[config.mk]
export PLATFORM = sky130hd
export DESIGN_NAME = id_ex_pipe_stage
export DESIGN_NICKNAME = d
export VERILOG_FILES = /design/src/rtl/id_ex_pipe_stage.sv
export SDC_FILE = /design/constraint.sdc
export NUM_CORES = 1
export LEC_CHECK = 0
export ABC_AREA = 1
export CORE_AREA = 2 2 194 196
export CTS_CLUSTER_DIAMETER = 30
export CTS_CLUSTER_SIZE = 28
export DETAILED_ROUTE_END_ITERATION = 16
export DIE_AREA = 0 0 196 198
export GPL_TIMING_DRIVEN = 0
export PLACE_DENSITY = 0.66
export SLEW_MARGIN = 20
export SYNTH_ARGS = -nofsm -noshare
export SYNTH_HDL_FRONTEND = slang
export SYNTH_SLANG_ARGS = --single-unit
[constraint.sdc]
create_clock -name clk -period 2 [get_ports clk]
set_input_delay 0.3 -clock clk [delete_from_list [all_inputs] [get_ports clk]]
set_output_delay 0.3 -clock clk [all_outputs]
set_load 0.005 [all_outputs]
[src/rtl/id_ex_pipe_stage.sv]
// ID->EX pipeline register with load-use hazard stall, bubble insertion,
// flush/kill squash, hold freeze and bubble/flush event counters.
//
// Ports:
//   clk, rst_n          clock (rising edge), async active-low reset
//   in_*                decode-slot instruction: pc, opaque payload,
//                       sources/destination and their flags
//   flush, kill         squash the decode slot (bubble into EX)
//   hold                freeze every register of the stage
//   id_stall            IF/ID must not advance this cycle
//   out_*               registered EX slot
//   bubble_cnt          load-use bubbles inserted (wrapping)
//   flush_cnt           cycles with flush or kill (wrapping)
module id_ex_pipe_stage #(
    parameter int XLEN = 32,
    parameter int REG_AW = 5,
    parameter int PAYLOAD_W = 160,
    parameter logic [PAYLOAD_W-1:0] BUBBLE_PAYLOAD = '0,
    parameter int LU_PENALTY = 1,
    parameter int CNT_W = 32
) (
    input  logic                 clk,
    input  logic                 rst_n,
    input  logic                 in_valid,
    input  logic [XLEN-1:0]      in_pc,
    input  logic [PAYLOAD_W-1:0] in_payload,
    input  logic [REG_AW-1:0]    in_rs1,
    input  logic [REG_AW-1:0]    in_rs2,
    input  logic                 in_use_rs1,
    input  logic                 in_use_rs2,
    input  logic                 in_fp_rs1,
    input  logic                 in_fp_rs2,
    input  logic [REG_AW-1:0]    in_rd,
    input  logic                 in_fp_rd,
    input  logic                 in_wr_rd,
    input  logic                 in_is_load,
    input  logic                 flush,
    input  logic                 kill,
    input  logic                 hold,
    output logic                 id_stall,
    output logic                 out_valid,
    output logic [XLEN-1:0]      out_pc,
    output logic [PAYLOAD_W-1:0] out_payload,
    output logic [REG_AW-1:0]    out_rs1,
    output logic [REG_AW-1:0]    out_rs2,
    output logic [REG_AW-1:0]    out_rd,
    output logic                 out_fp_rd,
    output logic                 out_wr_rd,
    output logic                 out_is_load,
    output logic [CNT_W-1:0]     bubble_cnt,
    output logic [CNT_W-1:0]     flush_cnt
);

    typedef enum logic {
        RUN     = 1'b0,
        LU_WAIT = 1'b1
    } state_t;

    // Remaining extra bubbles after the first one; the first bubble is
    // inserted from RUN, so LU_WAIT counts down from LU_PENALTY-2.
    localparam logic [3:0] PEN_INIT =
        (LU_PENALTY > 1) ? 4'(LU_PENALTY - 2) : 4'd0;
    localparam logic MULTI = (LU_PENALTY > 1);

    state_t     state_q;
    state_t     state_d;
    logic [3:0] pen_q;
    logic [3:0] pen_d;

    logic squash;
    logic m1;
    logic m2;
    logic hazard;
    logic go_squash;
    logic go_hold;
    logic go_wait;
    logic go_haz;
    logic go_load;
    logic do_bubble;
    logic do_load;
    logic bump_bub;

    assign squash = flush | kill;

    // Integer x0 is hardwired zero and never carries a dependency;
    // FP f0 is an ordinary register.
    assign m1 = in_use_rs1 & (in_rs1 == out_rd) &
                (in_fp_rs1 == out_fp_rd) &
                ~(~out_fp_rd & (out_rd == '0));
    assign m2 = in_use_rs2 & (in_rs2 == out_rd) &
                (in_fp_rs2 == out_fp_rd) &
                ~(~out_fp_rd & (out_rd == '0));

    assign hazard = out_valid & out_is_load & out_wr_rd &
                    in_valid & (m1 | m2);

    // Mutually exclusive priority terms for the edge decision.
    assign go_squash = squash;
    assign go_hold   = ~squash & hold;
    assign go_wait   = ~squash & ~hold & (state_q == LU_WAIT);
    assign go_haz    = ~squash & ~hold & (state_q == RUN) & hazard;
    assign go_load   = ~squash & ~hold & (state_q == RUN) & ~hazard;

    // State register
    always_ff @(posedge clk or negedge rst_n) begin
        if (!rst_n) begin
            state_q <= RUN;
            pen_q   <= 4'd0;
        end else begin
            state_q <= state_d;
            pen_q   <= pen_d;
        end
    end

    // Next-state logic
    always_comb begin
        state_d   = state_q;
        pen_d     = pen_q;
        do_bubble = 1'b0;
        do_load   = 1'b0;
        bump_bub  = 1'b0;
        unique case (1'b1)
            go_squash: begin
                state_d   = RUN;
                pen_d     = 4'd0;
                do_bubble = 1'b1;
            end
            go_hold: begin
                state_d = state_q;
            end
            go_wait: begin
                do_bubble = 1'b1;
                bump_bub  = 1'b1;
                if (pen_q == 4'd0) begin
                    state_d = RUN;
                end else begin
                    pen_d = pen_q - 4'd1;
                end
            end
            go_haz: begin
                do_bubble = 1'b1;
                bump_bub  = 1'b1;
                if (MULTI) begin
                    state_d = LU_WAIT;
                    pen_d   = PEN_INIT;
                end
            end
            go_load: begin
                do_load = 1'b1;
            end
            default: begin
                state_d = state_q;
            end
        endcase
    end

    // Output logic: hold does not mask the stall, a squash does.
    always_comb begin
        id_stall = ((hazard & (state_q == RUN)) |
                    (state_q == LU_WAIT)) & ~squash;
    end

    // EX slot register
    always_ff @(posedge clk or negedge rst_n) begin
        if (!rst_n) begin
            out_valid   <= 1'b0;
            out_pc      <= '0;
            out_payload <= BUBBLE_PAYLOAD;
            out_rs1     <= '0;
            out_rs2     <= '0;
            out_rd      <= '0;
            out_fp_rd   <= 1'b0;
            out_wr_rd   <= 1'b0;
            out_is_load <= 1'b0;
        end else if (do_bubble) begin
            out_valid   <= 1'b0;
            out_pc      <= '0;
            out_payload <= BUBBLE_PAYLOAD;
            out_rs1     <= '0;
            out_rs2     <= '0;
            out_rd      <= '0;
            out_fp_rd   <= 1'b0;
            out_wr_rd   <= 1'b0;
            out_is_load <= 1'b0;
        end else if (do_load) begin
            out_valid   <= in_valid;
            out_pc      <= in_pc;
            out_payload <= in_payload;
            out_rs1     <= in_rs1;
            out_rs2     <= in_rs2;
            out_rd      <= in_rd;
            out_fp_rd   <= in_fp_rd;
            out_wr_rd   <= in_wr_rd;
            out_is_load <= in_is_load;
        end
    end

    // Event counters; a squash counts even while hold is asserted.
    always_ff @(posedge clk or negedge rst_n) begin
        if (!rst_n) begin
            bubble_cnt <= '0;
            flush_cnt  <= '0;
        end else begin
            if (bump_bub) begin
                bubble_cnt <= bubble_cnt + CNT_W'(1);
            end
            if (squash) begin
                flush_cnt <= flush_cnt + CNT_W'(1);
            end
        end
    end

endmodule
# ---- Word-level counts from Yosys, hierarchy flattened
# Index checks and enable logic that the tools add are counted.
# Widths: inputs -> output; s select.
dict set report classes {
  add_sub_neg 3
  eq_ne 6
  muxes 25
  bitwise 27
  reduce_logical 8
}
# operator n
set op_table {}
lappend op_table {{$mux 160} 2}
lappend op_table {{$add 32x1->32 const B} 2}
lappend op_table {{$mux 32} 2}
lappend op_table {{$mux 5} 6}
lappend op_table {{$and 1x1->1} 18}
lappend op_table {{$mux 1} 12}
lappend op_table {{$eq 5x5->1} 2}
lappend op_table {{$pmux 4 s2} 1}
lappend op_table {{$not 1->1} 6}
lappend op_table {{$logic_not 5->1} 1}
lappend op_table {{$logic_not 4->1} 1}
lappend op_table {{$mux 4} 1}
lappend op_table {{$reduce_and 2->1} 2}
lappend op_table {{$reduce_bool 2->1} 2}
lappend op_table {{$sub 4x1->4 const B} 1}
lappend op_table {{$or 1x1->1} 3}
lappend op_table {{$reduce_or 3->1} 1}
lappend op_table {{$eq 1x1->1} 2}
lappend op_table {{$ne 2x1->1 const B} 1}
lappend op_table {{$ne 2x2->1 const B} 1}
lappend op_table {{$pmux 1 s2} 1}
lappend op_table {{$reduce_or 2->1} 1}
dict set report totals {
  regBits 280
  input_bits 220
}

# ---- Longest topological paths before layout
dict set report depth {
  depth_word 11
  mapped_depth 13
  depth_no_buf 11
}

# ---- Worst setup path after synthesis
# No wires, ideal clock.
dict set report synth_path {
  path_kind {reg-to-reg}
  from {register bubble_cnt[0]}
  to {register bubble_cnt[26]}
  t_arrival_ns 1.484
  required_ns 1.881
  setup_slack_ns 0.397
  path_stages_with_launch 11
  cell_sequence {dfrtp_1 -> ha_1 -> nand3_1 -> inv_1 -> nand2_1 -> nor2_1 -> nand2_1 -> nand2_1 -> nand2_1 -> nand4_1 -> nand2_1}
}
dict set report synth_between {
  elab_chain_len 1
}
# element line
set synth_lines {}
lappend synth_lines {{from (decl)} 50} ;# output logic [CNT_W-1:0] bubble_cnt,
lappend synth_lines {{from (signal assigned)} 205} ;# bubble_cnt <= bubble_cnt + CNT_W'(1);
lappend synth_lines {{$add 32x1->32} 205}
# No other way between the ends.
# A chain may end at the register's enable or synchronous reset.

# ---- Final worst setup path
dict set report layout_path {
  from {register out_rd[4]}
  to {output id_stall}
}
dict set report layout_between {
  elab_chain_len 9
  word_cells_on_any_way 16
  cone_classes {eq/ne (2); bitwise (13); reduce/logical (1)}
}
# element line
set layout_lines {}
lappend layout_lines {{from (decl)} 46} ;# output logic [REG_AW-1:0] out_rd,
lappend layout_lines {{from (signal assigned)} 191} ;# out_rd <= in_rd;
lappend layout_lines {{$eq 5x5->1 (tied with other cells)} 87} ;# assign m1 = in_use_rs1 & (in_rs1 == out_rd) &
lappend layout_lines {{$and 1x1->1, on equally long branches} -}
lappend layout_lines {{$and 1x1->1 (tied with other cells)} 87}
lappend layout_lines {{$and 1x1->1, on equally long branches} {88, 91}}
lappend layout_lines {{$or 1x1->1 *} 95} ;# in_valid & (m1 | m2);
lappend layout_lines {{$and 1x1->1 *} 95}
lappend layout_lines {{$and 1x1->1 *} 159} ;# id_stall = ((hazard & (state_q == RUN)) |
lappend layout_lines {{$or 1x1->1 *} 159}
lappend layout_lines {{$and 1x1->1 *} 160} ;# (state_q == LU_WAIT)) & ~squash;
lappend layout_lines {{to (decl)} 40} ;# output logic id_stall,
# Mark *: on every way between the ends. The rest lies on a longest branch, timed or not.

==> impl_metrics.toml <==
[run_status]
run_status = "finished with violations"
violated_checks = "negative setup slack"

[synth]
synth-seq-area-share = 0.5439
synthDominantAreaCellType = "sky130_fd_sc_hd__dfrtp_1"
syn_avg_cell_area_um2 = 7.927
post_synth_instance_area_um2 = 12650
ys_warn_count = 0
synth_fp_nets = 1818
netlist.area_leader.share = 0.5439
synth_cells = 1596
number_of_register_bits_inferred_by_synthesis = 275
yosys.cell_types.count = 25
yosys-top-cells-area = "sky130_fd_sc_hd__dfrtp_1 54%, sky130_fd_sc_hd__nand2_1 21%, sky130_fd_sc_hd__nand3_1 9.8%, sky130_fd_sc_hd__nor2_1 2.9%, sky130_fd_sc_hd__inv_1 2.0%"

[timing]
setup_viol_count_final = 1
finalWorstPathRequiredPeriod_ns = 2.202
final.setup_skew_ns = 0.02442
timing.final.max_slew_violations = 0
setup_repair_after_global_routing_missed_its_margin = "yes"
tns_ns = -0.2022
timing.max_slew.rel_slack = 0.6122
fin_crit_sh = 1.101
setup_slack_ns = -0.2022
fmaxAchievable_mhz = 454.1
worst-slew-pin-transition_ns = 0.5816
hold_violations = 0

[place]
dp.final_hpwl_um = 36370
placedCellCount = 2568
dp_slack_ns = -1.103
port-buffer-count = 495
gpl.final_weighted_congestion = 0.9166

[detailed_routing]
drt-total-wl_um = 49150
remaining_drc_errors = 0
drt_via_density = 4.835
routed_wire_length_per_instance_um = 18.12
vias = 13120
first_iter_violations = 706
drtAntennaViolNets = 0
detailedRoute.firstPassIterationCount = 5

[grt]
grt_antenna_before_repair = 1
grt_max_degree = 79
grt_first_pass_wirelength_um = 75170
grtUsageTotal = 0.2510
global_route_overflow = 0
number_of_global_route_vias_before_repair = 13350

[critical_path]
worst_setup_path_end_kind = "output pin"
worst-path-max-fanout = 5
setup.worst_path.start_class = "flop"
worstSetupPathType = "reg2out"
arrival_ns = 1.90
cp.required_ns = 1.70

[clock_network]
tritoncts = "built"
cts_max_path_buffers = 3
clkTransAtPathRegs_ns = 0.04
worstSkewPairLatency_ns = 0.56
number_of_clock_buffers_inserted_by_tritoncts = 71
clock_root_cell = "sky130_fd_sc_hd__clkbuf_16"
cts_sinks = 275
htree_levels = 3

[final_layout]
highest_count_cells_in_the_layout_ignoring_fill_and_taps = "716 x sky130_fd_sc_hd__nand2_1, 493 x sky130_fd_sc_hd__clkdlybuf4s50_1, 269 x sky130_fd_sc_hd__dfrtp_1, 247 x sky130_fd_sc_hd__nand3_1, 97 x sky130_fd_sc_hd__nor2_1"
layout_commonest_cell = "sky130_fd_sc_hd__nand2_1"
fillCellCount = 3378
num_antenna_cells = 0
finish.net_count = 2405
drive_above_1_share = 0.08888
instances_no_fill = 2713
flow.area_growth_from_synthesis_pct = 65.18

[job]
maxCapViolCount = 0

[floorplanning]
ios = 496
die-height_um = 198
dieWidth_um = 196
initial_core_util = 0.3424
std_cell_rows = 71
coreArea_um2 = 36960
area_enclosed_by_the_die_boundary_um2 = 38810

[pwr]
power_density_nw_per_um2 = 905.1
leakage_power_nw = 10.04
worst_ir_drop_vdd_v = 0.0005550

[min_path]
timing.hold.worst.class = "in2async"
-- final timing paths --
check / to / slack [ns] / cells past startpoint / from
worst max-delay path: id_stall / -0.20 / 11 / out_rd[4]
worst min-delay path: out_payload[85] / 0.27 / 2 / rst_n
worst max register to register: out_payload[39] / 0.17 / 10 / out_rd[0]
worst min register to register: out_payload[105] / 0.47 / 2 / out_payload[105]
max in group asynchronous: out_pc[23] / 0.59 / 4 / rst_n
min in group clk: out_pc[8] / 0.29 / 3 / in_pc[8]
-- cells by family after synthesis --
group	share of synthesized area
buffers and inverters	0.05795
flip-flops	0.5439
XOR/XNOR	0.02284
AO/OA/AOI/OAI	0.004055
adder cells (fa/ha/maj)	0.001978
AND/OR/NAND/NOR	0.3693
-- per-stage QoR --
step | total power (W) | utilization | hold slack (ns) | area, um2
floorplan | 0.006498 | - | 0.004409 | 12650
global placement | 0.007709 | 0.4925 | 0.4605 | 18200
detailed placement | 0.007737 | 0.4949 | 0.2707 | 18290
CTS | 0.01906 | 0.5631 | 0.2637 | 20810
global route | 0.01956 | 0.5655 | 0.2826 | 20900
finish | 0.01891 | 0.5655 | 0.2655 | 20900
-- power by group --
| part | switching (W) | internal [W] |
|---|---|---|
| clock | 0.00335 | 0.00789 |
| combinational | 0.000731 | 0.000945 |
| sequential | 0.000197 | 0.00580 |
-- what timing repair did --
item	in CTS	in global routing
gates resized for setup	30	23
pin swaps	5	4
endpoints found under the setup margin	192	215
gates cloned	0	0
hold endpoints to repair	57	0
buffers inserted	10	5
hold buffers	1	0
-- flip-flops by register name (all words and copies together) (netlist names), 5 cells and up --
register	flops
out_pc	32
out_rs1	5
out_rs2	5
out_rd	5
flush_cnt	32
bubble_cnt	32
out_payload	160
-- layout make-up --
type / instances / area (um2) / area share
multi-input cells: 1168 / 5101 / 0.2441
flip-flops and latches: 275 / 6889 / 0.3296
inverters: 70 / 262.8 / 0.01257
repair buffers: 514 / 5166 / 0.2472
clock buffers: 108 / 2091 / 0.1000
well taps: 474 / 593.1 / 0.02838
plain buffers: 83 / 521.8 / 0.02497
clock inverters: 21 / 274.0 / 0.01311
-- critical path, cell delays in order (launching register included) --
cell and delay (ns):
sky130_fd_sc_hd__dfrtp_2 0.43, sky130_fd_sc_hd__inv_2 0.07, sky130_fd_sc_hd__nand2_1 0.05, sky130_fd_sc_hd__nand2_1 0.05, sky130_fd_sc_hd__nand2_1 0.05, sky130_fd_sc_hd__nor2_1 0.11, sky130_fd_sc_hd__nand2_1 0.09, sky130_fd_sc_hd__nand2_4 0.11
sky130_fd_sc_hd__nand2_8 0.06, sky130_fd_sc_hd__clkbuf_16 0.15, sky130_fd_sc_hd__nor2_4 0.07, sky130_fd_sc_hd__buf_6 0.11
-- layer usage --
metal	track usage	up-vias	share of wire
li1	-	6269	-
met1	0.3089	6230	0.41
met2	0.4044	514	0.47
met3	0.07631	101	0.081
met4	0.1190	2	0.041
met5	0	-	0.00033
-- synthesized netlist by cell type (all sizes together) --
library cell	n
clkbuf	38
dfrtp	275
nor3b	1
inv	70
xnor2	15
nand3	248
nor3	9
buf	45
o21ai	6
nand2	720
a21boi	1
o21bai	1
nand4	38
xor2	18
ha	2
nand3b	4
nor4	1
nor2	103
o22ai	1
Power figures use the tool's default switching activity.
